File: config.mk
export PLATFORM = sky130hd
export DESIGN_NAME = matrix_opp_seq
export DESIGN_NICKNAME = d
export VERILOG_FILES = /design/src/rtl/matrix_opp_seq_pkg.sv /design/src/rtl/matrix_opp_seq_opp_elem.sv /design/src/rtl/matrix_opp_seq.sv
export SDC_FILE = /design/constraint.sdc
export NUM_CORES = 1
export LEC_CHECK = 0
export CAP_MARGIN = 25
export CORE_MARGIN = 2
export CORE_UTILIZATION = 35
export DETAILED_ROUTE_END_ITERATION = 16
export GPL_TIMING_DRIVEN = 1
export PLACE_DENSITY_LB_ADDON = 0.3
export SYNTH_ARGS = -nofsm -noshare
export SYNTH_HDL_FRONTEND = slang
export SYNTH_HIERARCHICAL = 1
export SYNTH_SLANG_ARGS = --single-unit
File: constraint.sdc
create_clock -name clk -period 10.5 [get_ports clk]
set_input_delay 1.575 -clock clk [delete_from_list [all_inputs] [get_ports clk]]
set_output_delay 1.575 -clock clk [all_outputs]
set_load 0.05 [all_outputs]
File: src/rtl/matrix_opp_seq_pkg.sv
// Shared types and helpers for the matrix opposite/scale unit.
// Build option: OPP_SAT_EN selects saturating (defined) or wrapping (undefined) overflow results.
package matrix_opp_seq_pkg;

    typedef enum logic [1:0] {
        IDLE = 2'd0,
        RUN  = 2'd1,
        FIN  = 2'd2
    } state_e;

    typedef enum logic {
        MODE_NEG   = 1'b0,
        MODE_SCALE = 1'b1
    } mode_e;

    // Bit offset of element idx inside a packed row of w-bit elements.
    function automatic int elem_lsb(input int idx, input int w);
        return idx * w;
    endfunction

    function automatic longint sat_max(input int w);
        return (longint'(1) <<< (w - 1)) - longint'(1);
    endfunction

    function automatic longint sat_min(input int w);
        return -(longint'(1) <<< (w - 1));
    endfunction

endpackage

File: src/rtl/matrix_opp_seq_opp_elem.sv
// Single-element negate/scale, purely combinational, with per-element overflow flag.
// Overflow result saturates when OPP_SAT_EN is defined, otherwise wraps to ELEM_W bits.
module opp_elem
    import matrix_opp_seq_pkg::*;
#(
    parameter int ELEM_W = 8
) (
    input  logic [ELEM_W-1:0] elem_in,
    input  mode_e             mode,
    input  logic [ELEM_W-1:0] scalar,
    output logic [ELEM_W-1:0] elem_out,
    output logic              elem_ovf
);

    localparam int PW = 2 * ELEM_W;
    localparam logic signed [PW-1:0] P_MAX = PW'(sat_max(ELEM_W));
    localparam logic signed [PW-1:0] P_MIN = PW'(sat_min(ELEM_W));

    logic signed [PW-1:0] in_ext;
    logic signed [PW-1:0] sc_ext;
    logic signed [PW-1:0] res;

    // Both operations are evaluated at double width so one range check covers them.
    assign in_ext   = {{ELEM_W{elem_in[ELEM_W-1]}}, elem_in};
    assign sc_ext   = {{ELEM_W{scalar[ELEM_W-1]}}, scalar};
    assign res      = (mode == MODE_SCALE) ? (in_ext * sc_ext) : -in_ext;
    assign elem_ovf = (res > P_MAX) || (res < P_MIN);

`ifdef OPP_SAT_EN
    assign elem_out = elem_ovf ? (res[PW-1] ? P_MIN[ELEM_W-1:0] : P_MAX[ELEM_W-1:0])
                               : res[ELEM_W-1:0];
`else
    assign elem_out = res[ELEM_W-1:0];
`endif

endmodule

File: src/rtl/matrix_opp_seq.sv
// Row-sequential N x N matrix negate/scale with one registered output row and done pulse.
// Latency 1 cycle; row_in_ready drops while the output row is stalled. Option: OPP_SAT_EN.
module matrix_opp_seq
    import matrix_opp_seq_pkg::*;
#(
    parameter int ELEM_W = 8,
    parameter int N      = 5
) (
    input  logic                clk,
    input  logic                rst,
    input  logic                start,
    input  logic                mode,
    input  logic [ELEM_W-1:0]   scalar,
    input  logic [N*ELEM_W-1:0] row_in,
    input  logic                row_in_valid,
    output logic                row_in_ready,
    output logic [N*ELEM_W-1:0] row_out,
    output logic                row_out_valid,
    input  logic                row_out_ready,
    output logic                busy,
    output logic                done,
    output logic                ovf
);

    localparam int              CNT_W = $clog2(N + 1);
    localparam logic [CNT_W-1:0] ROWS = CNT_W'(N);

    state_e              state;
    state_e              state_nxt;
    logic [CNT_W-1:0]    cnt;
    mode_e               mode_q;
    logic [ELEM_W-1:0]   scalar_q;
    logic [N*ELEM_W-1:0] row_res;
    logic [N-1:0]        elem_ovf;
    logic                start_acc;
    logic                in_hs;
    logic                out_hs;

    for (genvar i = 0; i < N; i++) begin : g_elem
        opp_elem #(.ELEM_W(ELEM_W)) u_elem (
            .elem_in  (row_in[elem_lsb(i, ELEM_W) +: ELEM_W]),
            .mode     (mode_q),
            .scalar   (scalar_q),
            .elem_out (row_res[elem_lsb(i, ELEM_W) +: ELEM_W]),
            .elem_ovf (elem_ovf[i])
        );
    end

    assign start_acc    = (state == IDLE) && start;
    assign row_in_ready = (state == RUN) && (cnt != ROWS) && (!row_out_valid || row_out_ready);
    assign in_hs        = row_in_valid && row_in_ready;
    assign out_hs       = row_out_valid && row_out_ready;
    assign busy         = (state == RUN);
    assign done         = (state == FIN);

    always_ff @(posedge clk or negedge rst) begin
        if (!rst) begin
            state <= IDLE;
        end else begin
            state <= state_nxt;
        end
    end

    always_comb begin
        state_nxt = state;
        case (state)
            IDLE:    if (start) state_nxt = RUN;
            // Once all rows are in, ready is low, so an output handshake empties the register.
            RUN:     if ((cnt == ROWS) && out_hs) state_nxt = FIN;
            FIN:     state_nxt = IDLE;
            default: state_nxt = IDLE;
        endcase
    end

    always_ff @(posedge clk or negedge rst) begin
        if (!rst) begin
            cnt           <= '0;
            mode_q        <= MODE_NEG;
            scalar_q      <= '0;
            row_out       <= '0;
            row_out_valid <= 1'b0;
            ovf           <= 1'b0;
        end else begin
            if (start_acc) begin
                mode_q   <= mode_e'(mode);
                scalar_q <= scalar;
                cnt      <= '0;
                ovf      <= 1'b0;
            end
            if (in_hs) begin
                row_out       <= row_res;
                row_out_valid <= 1'b1;
                cnt           <= cnt + 1'b1;
                ovf           <= ovf | (|elem_ovf);
            end else if (out_hs) begin
                row_out_valid <= 1'b0;
            end
        end
    end

endmodule
-- Word-level counts from Yosys, hierarchy flattened
Cells that the tools add are included.
- output and inout port bits: 45
- input bits: 54
- register bits after elaboration: 56
- logic and storage cells: 67
- reductions and logical operators: 18
- multiplexer cells: 14
- multipliers: 5
- $add $sub $neg: 6
- eq/ne operators: 6
- bitwise logic cells: 1
- order comparisons: 10
- operators with widths (operator ; count):
    greater-than comparator 16 x 8 -> 1 bit, second input constant ; 5
    less-than comparator 16 x 8 -> 1 bit, second input constant ; 5
    multiplier 8 x 8 -> 16 bit ; 5
    two-way mux 16 bit ; 5
    negation 8 -> 16 bit ; 5
    logical AND 1 bit ; 6
    logical OR 1 bit ; 6
    two-way mux 3 bit ; 2
    OR reduction 5 bit ; 1
    two-way mux 1 bit ; 4
    two-way mux 2 bit ; 2
    case mux 2 bit (2 select lines) ; 1
    nonzero test 2 bit ; 2
    adder 3 x 1 -> 3 bit, second input constant ; 1
    equality test 3 bit, second input constant ; 1
    inequality test 3 bit, second input constant ; 1
    equality test 2 x 1 -> 1 bit, second input constant ; 1
    equality test 2 bit, second input constant ; 1
    logical NOT 2 bit ; 1
    inequality test 2 x 1 -> 1 bit, second input constant ; 1
    inequality test 2 bit, second input constant ; 1
    AND reduction 2 bit ; 1
    logical NOT 1 bit ; 1
    OR 1 bit ; 1

-- Depth between registers and ports, before layout
- depth in word-level cells: 7
- gate-level depth with buffers: 23
- mapped depth without buffers: 22

-- By module
Netlist, hierarchy kept.
- by module, submodules not included (module ; instances ; cells each ; sequential area each (µm²) ; area each (µm²)):
    opp_elem (g_elem[0].u_elem ...) ; 2 ; 354 ; 0.0 ; 2932.8
    opp_elem (g_elem[1].u_elem) ; 1 ; 368 ; 0.0 ; 2967.8
    opp_elem (g_elem[3].u_elem) ; 1 ; 354 ; 0.0 ; 2945.3
    opp_elem (g_elem[4].u_elem) ; 1 ; 348 ; 0.0 ; 2889.0
    matrix_opp_seq ; 1 ; 158 ; 1401.3 ; 2349.8

-- Worst setup path before layout
Ideal clock, no wire load.
- path type: in2reg
- from: input port row_in[20]
- to: register ovf
- arrival: 6583 ps
- slack: 3789 ps
- stages on the path: 20
- path buffers: 1
- library setup time: 127 ps
- required time: 10373 ps
- cell sequence: clkbuf_1 -> nand2_1 -> fa_1 -> inv_1 -> fa_1 -> fa_1 -> inv_1 -> fa_1 -> inv_1 -> ha_1 -> or3_4 -> o211a_4 -> o41ai_4 -> xnor2_1 -> o32a_1 -> nor4_2 -> nor3_1 -> or4_1 -> nor3_1 -> o21ai_0
- word-level cells in the longest chain between the ends: 7
- elaborated cells between the ends (all ways): 9
- those cells by class: 1 x add/sub; 1 x mul; 2 x order compare; 2 x mux; 1 x bitwise; 2 x reduce/logical
- ends and longest elaborated chain (what ; line ; text):
    start: declaration ; matrix_opp_seq.sv:14 ; input logic [N*ELEM_W-1:0] row_in,
    multiplier 8 x 8 -> 16 bit / negation 8 -> 16 bit (equally long branches) ; matrix_opp_seq_opp_elem.sv:26 ; assign res = (mode == MODE_SCALE) ? (in_ext * sc_ext) : -in_ext;
    two-way mux 16 bit (*) ; matrix_opp_seq_opp_elem.sv:26 ;
    greater-than comparator 16 x 8 -> 1 bit / less-than comparator 16 x 8 -> 1 bit (equally long branches) ; matrix_opp_seq_opp_elem.sv:27 ; assign elem_ovf = (res > P_MAX) || (res < P_MIN);
    logical OR 1 bit (*) ; matrix_opp_seq_opp_elem.sv:27 ;
    named net elem_ovf[2] ; matrix_opp_seq.sv:34 ; logic [N-1:0] elem_ovf;
    OR reduction 5 bit (*) ; matrix_opp_seq.sv:94 ; ovf <= ovf | (|elem_ovf);
    OR 1 bit (*) ; matrix_opp_seq.sv:94 ;
    two-way mux 1 bit (*) ; matrix_opp_seq.sv:90 ; if (in_hs) begin
    end signal: assignment ; matrix_opp_seq.sv:94 ;
    end: declaration ; matrix_opp_seq.sv:22 ; output logic ovf
Mark *: on every way through the listed nets, which the timed path passes. The rest lies on a longest branch.
A chain may end at the register's enable or synchronous reset.

-- Worst setup path after layout
Ends and elaborated chain as after synthesis.

==> impl_metrics.py <==
metrics = {
    "clock_tree": {
        "clk-insertion-delay-late_ps": 330,
        "cts_tree": "yes",
        "cts_repair_resize_count": 0,
        "cts-hold-fix-buffers": 0,
        "cts_setup_buffers": 0,
        "clock_tree.htree_level_count": 2,
        "clock-root-buffer": "sky130_fd_sc_hd__clkbuf_16",
        "clk_pin_slew_ps": 100,
        "clock_tree.buffer_depth": 2,
        "tritoncts.num_buffers": 5,
        "cts_num_sinks": 56,
    },
    "cells_and_area": {
        "ratio_of_cells_with_drive_above_1_in_the_final_layout": 0.05753,
        "finalInstanceArea_mm2": 0.01874,
        "design.final.nets": 2484,
        "area_growth_syn_to_layout_pct": 10.11,
        "n_antenna_cell": 0,
    },
    "yosys": {
        "adder_cell_area_share_of_the_yosys_netlist": 0.4389,
        "synth_async_sr_flop_share": 1.000,
        "synth_top_cell_area_share": 0.3235,
        "post_synth_xor_area_fraction": 0.04632,
        "synthesis.area_mm2": 0.01702,
        "synth_sequential_area_ratio": 0.08235,
        "synthCells": 1936,
        "yosysWarnings": 6,
        "ys_ff_latch": 56,
        "synth_nets": 2422,
        "yosys.cell_types.count": 84,
        "netlist.top_cell.by_area": "sky130_fd_sc_hd__fa_1",
        "combinational_family_with_the_most_area_after_synthesis": "adder cells",
        "synth_top_cells_by_area": "sky130_fd_sc_hd__fa_1, sky130_fd_sc_hd__ha_1, sky130_fd_sc_hd__inv_1",
        "ys_top_cells_by_count": "sky130_fd_sc_hd__inv_1, sky130_fd_sc_hd__fa_1, sky130_fd_sc_hd__and2_1",
        "synth_enable_flop_cells": 0,
        "synth-main-ff-cell": "sky130_fd_sc_hd__dfrtp_1",
        "share_of_synthesized_cell_area_in_and_or_nand_and_nor_gates": 0.1843,
        "post_synth.cell_area_avg_um2": 8.790,
        "synth_most_common_cell": "sky130_fd_sc_hd__inv_1",
        "synth-compound-area-share": 0.08963,
        "synth.mux.area_fraction": 0.04382,
    },
    "sta": {
        "totalNegativeSetupSlack_ps": 0,
        "timing.final.setup_violations": 0,
        "unrepaired_setup_endpoints_after_global_routing": "no",
        "finalCriticalPeriod_ps": 7415,
        "slew_viol_final": 0,
        "timing.slew.headroom": 0.3437,
        "clock_skews_ps": 14.07,
        "timing.final.crit_share": 0.7062,
        "max_freq_mhz": 134.9,
        "final-hold-violation-count": 0,
        "worst_slew_pin_tran_ps": 984.5,
        "worst_slack_ps": 3085,
    },
    "floorplanning": {
        "num_rows": 80,
        "floorplan.die_area_mm2": 0.05040,
        "chipWidth_um": 224.5,
        "die_h_um": 224.5,
        "design.portCount": 99,
        "initial_core_utilization": 0.3557,
        "coreArea_mm2": 0.04785,
    },
    "place": {
        "dpl_worst_slack_ps": 2814,
        "dp_hpwl_mm": 33.91,
        "final_weighted_congestion_of_routability_driven_global_placement": 0.8361,
        "port_buffers": 98,
        "placed_cell_area_mm2": 0.01859,
    },
    "detailed_routing": {
        "route.detailed.vias_per_inst": 4.930,
        "detailroute.via_count": 12890,
        "drtAntennaViolNets": 0,
        "drtIter0Drc": 664,
        "wl_mm": 43.23,
        "drcViolationCount": 0,
        "drtPass1Iterations": 4,
        "routed_wire_length_per_instance_um": 16.54,
    },
    "global_route": {
        "first_global_vias": 13680,
        "gr_util_all_layers": 0.1799,
        "grt_max_degree": 60,
        "grt_pass1_wl_mm": 72.30,
        "global_route.overflow_total": 0,
        "antenna_found_initial": 1,
    },
    "setup_path": {
        "worstPathRequired_ps": 10710,
        "crit_path_max_fanout": 11,
        "crit_arrival_ps": 7620,
        "worstSetupEndpointType": "flop",
        "setup.worst_path.start_class": "primary input",
        "classification_of_the_worst_setup_path": "primary input to flop",
    },
    "run": {
        "timing.max_cap.violations": 0,
    },
    "min_path": {
        "min-delay-path-class": "flop to flop",
    },
    "run_status": {
        "status": "completed",
    },
}
per-layer routing:
layer,track usage,vias to the layer above,share of wire
li1,-,6148,-
met4,0.04764,2,0.024
met5,0,-,0.00030
met2,0.3040,289,0.48
met3,0.02730,51,0.047
met1,0.2405,6398,0.45
placed cells by master, fill, tap and decap left out, types with 7 or more instances in the layout:
| master | synthesis | final |
|---|---|---|
| sky130_fd_sc_hd__nand2b_1 | 10 | 10 |
| sky130_fd_sc_hd__fa_1 | 275 | 275 |
| sky130_fd_sc_hd__nand2_1 | 172 | 172 |
| sky130_fd_sc_hd__o211ai_1 | 11 | 11 |
| sky130_fd_sc_hd__nor3_1 | 31 | 31 |
| sky130_fd_sc_hd__xnor2_1 | 65 | 65 |
| sky130_fd_sc_hd__nor2b_1 | 12 | 12 |
| sky130_fd_sc_hd__a21oi_1 | 53 | 53 |
| sky130_fd_sc_hd__nand3_1 | 15 | 15 |
| sky130_fd_sc_hd__xor2_1 | 25 | 25 |
| sky130_fd_sc_hd__o2111ai_1 | 10 | 10 |
| sky130_fd_sc_hd__o21ai_0 | 43 | 43 |
| sky130_fd_sc_hd__dfrtp_1 | 56 | 54 |
| sky130_fd_sc_hd__and2_1 | 177 | 177 |
| sky130_fd_sc_hd__buf_4 | 0 | 11 |
| sky130_fd_sc_hd__nor2_1 | 91 | 91 |
| sky130_fd_sc_hd__mux2_2 | 10 | 10 |
| sky130_fd_sc_hd__mux2_4 | 36 | 36 |
| sky130_fd_sc_hd__a21o_1 | 14 | 14 |
| sky130_fd_sc_hd__inv_1 | 448 | 448 |
| sky130_fd_sc_hd__clkdlybuf4s50_1 | 0 | 97 |
| sky130_fd_sc_hd__ha_1 | 157 | 157 |
| sky130_fd_sc_hd__mux2i_1 | 7 | 7 |
| sky130_fd_sc_hd__and2_2 | 12 | 12 |
| sky130_fd_sc_hd__o21a_1 | 15 | 15 |
critical path, stage by stage:
cell and delay [ps]:
sky130_fd_sc_hd__clkdlybuf4s50_1 790, sky130_fd_sc_hd__nand2_1 150, sky130_fd_sc_hd__fa_1 560, sky130_fd_sc_hd__inv_1 50
sky130_fd_sc_hd__fa_1 470, sky130_fd_sc_hd__fa_1 550, sky130_fd_sc_hd__inv_1 50, sky130_fd_sc_hd__fa_1 530
sky130_fd_sc_hd__inv_1 40, sky130_fd_sc_hd__ha_1 340, sky130_fd_sc_hd__o21ai_1 130, sky130_fd_sc_hd__a21o_1 160
sky130_fd_sc_hd__nor3_1 70, sky130_fd_sc_hd__a2111oi_1 520, sky130_fd_sc_hd__o211ai_1 230, sky130_fd_sc_hd__or4_1 460
sky130_fd_sc_hd__o41ai_1 90, sky130_fd_sc_hd__nor3_1 80, sky130_fd_sc_hd__or4_1 520, sky130_fd_sc_hd__nor3_1 160
sky130_fd_sc_hd__o21ai_0 90
layout make-up:
type                    count  area, um2
flip-flops and latches     56       1406
clock inverters             3      25.02
repair buffers            109       1059
inverters                 450       1689
well taps                 615      769.5
clock buffers               5      125.1
multi-input cells        1376      13660
fillers                  4903      29110
per-stage QoR:
stage | instances | util | hold slack, ps
6_report | 2614 | 0.3916 | 485.0
5_1_grt | 2614 | 0.3916 | 519.9
4_1_cts | 2614 | 0.3916 | 488.1
3_5_place_dp | 2606 | 0.3885 | 475.7
3_3_place_gp | 2606 | 0.3885 | 459.5
2_1_floorplan | 1936 | - | 444.8
state kept, by name, summed over array words and instances (netlist names):
signal and cells:
row_out 40, scalar_q 8, cnt 3, state 2, mode_q 1, ovf 1
row_out_valid 1
final timing paths:
| path | start | to | slack, ps | cells past startpoint |
|---|---|---|---|---|
| max reg2reg | scalar_q[6] | ovf | 4070 | 18 |
| min reg2reg | cnt[2] | cnt[2] | 490 | 1 |
| min | cnt[2] | cnt[2] | 490 | 1 |
| max in group asynchronous | rst | mode_q | 8480 | 2 |
| max | row_in[20] | ovf | 3080 | 21 |
| min in group asynchronous | rst | row_out[28] | 1410 | 2 |
cell families after synthesis:
logic type / count (synthesis)
AO/OA/AOI/OAI: 217
XOR/XNOR: 90
adder cells (fa/ha/maj): 432
buffers and inverters: 504
flip-flops: 56
multiplexers: 55
AND/OR/NAND/NOR: 582
Power is not shown: default switching activity piles up to over one toggle a cycle in this logic, so the estimate is an artifact.
==> patch: new RTL, same flow settings <==
`ELEM_W` is set to 8 in 2 places; all go to 9.
--- a/src/rtl/matrix_opp_seq_opp_elem.sv
+++ b/src/rtl/matrix_opp_seq_opp_elem.sv
@@ -5,3 +5,3 @@
 #(
-    parameter int ELEM_W = 8
+    parameter int ELEM_W = 9
 ) (
--- a/src/rtl/matrix_opp_seq.sv
+++ b/src/rtl/matrix_opp_seq.sv
@@ -5,3 +5,3 @@
 #(
-    parameter int ELEM_W = 8,
+    parameter int ELEM_W = 9,
     parameter int N      = 5
Ports: changed (resized row_in, row_out and scalar); port bits go from 99 to 110. The function was not compared with the original's and may differ.
==> patch against the unedited design <==
- non-clock buffer count up 12
- sequential cell count up 6
- hold slack worse by 0.0047 ns
- cell area up 17%
- synthesized cell count up 13%
- setup slack worse by 0.27 ns
- largest cell class unchanged
- synthesized area up 16%
- routed wire length up 18%
Power is not shown: default switching activity piles up to over one toggle a cycle in this logic, so the estimate is an artifact.
==> patch: results (changes against the unedited design) <==
The run finished with clean final reports. The logs give 810 (+22%) for the first-iteration detailed-routing DRC count and 29.0% (-5.3 points) for the worst max-slew margin expressed relative to the limit. The tools report the arrival time at the worst endpoint as 7.93 ns (+0.31 ns).

The routed via count divided by cell count came out at 5.04 (+2.2%). The post-synth net total is 2,797 (+15%). The run gives 3.31 ns (-0.76 ns) as the register-to-register setup slack.

The final RePlAce weighted congestion was 0.842 (+0.67%); the worst-case reg-to-reg path depth was 21 (+3). The number of port buffers was 109 (+11%); the count of antenna diodes in the layout was 1 (+1). The run gives 62 (+11%) as the number of sequential storage elements. The number of clock-tree buffers in the layout is 10 (+5). The logs give 0.0146 ns (+0.000580 ns) for the worst clock skew and 2.42 ns (-0.390 ns) for the post-place setup slack.

The synthesized area per cell is 9.04 um2 (+2.8%). The run gives 7 (+3) as the number of detailed-route iterations in the first pass. The final routed wire length divided by cell count is 17.0 um (+2.9%), and the unique cell type count in the Yosys netlist is 73 (-13%). The share of cells above drive strength 1 was 5.40% (-0.36 points); the global-route wire length before repair was 86,800 um (+20%).

The worst-path maximum fanout is 9 (-2), and the pin count of the biggest net entering global routing is 91 (+52%). The number of non-clock buffers in the layout is 121 (+11%). The worst register-to-register path begins at scalar_q[2].

The post-layout worst setup margin is 2.81 ns (-0.274 ns), and the filler cell count in the final layout is 5,643 (+15%). The number of non-clock inverters is 400 (-11%), and the multi-input combinational cell count is 1,643 (+19%). The number of H-tree branching levels is 3 (+1), and the share of final layout cell area taken by non-clock buffers is 5.54% (-0.11 points).

Cell total after placement: 2,981 (+14%).
-- patch: cell count changes after synthesis, sizes merged, moves of 39 or more --
| cell | change |
|---|---|
| nor2 | -39 |
| clkbuf | +40 |
| nand2 | +127 |
| fa | +75 |
| inv | -51 |
| ha | +45 |
-- patch: kinds of logic (layout without fill, tap and decap cells) --
group / Yosys count / after routing / synth area share (%)
buf+inv: 480 / 537 / 9.26
xor+xnor: 82 / 82 / 3.91
fa+ha+maj: 552 / 552 / 48.3
mux: 62 / 62 / 3.69
other cells: 0 / 1 / 0
simple gates: 684 / 684 / 17.6
flops: 62 / 62 / 7.86
compound gates: 263 / 263 / 9.40
-- patch: layer usage --
layer  part of all wire, %  global-route usage, %  vias up
met5                     0                      0        -
met4                   1.2                   3.01        0
met3                   4.7                   2.87       35
met2                    47                   30.3      359
met1                    47                   25.5     7652
li1                      -                      -     7072
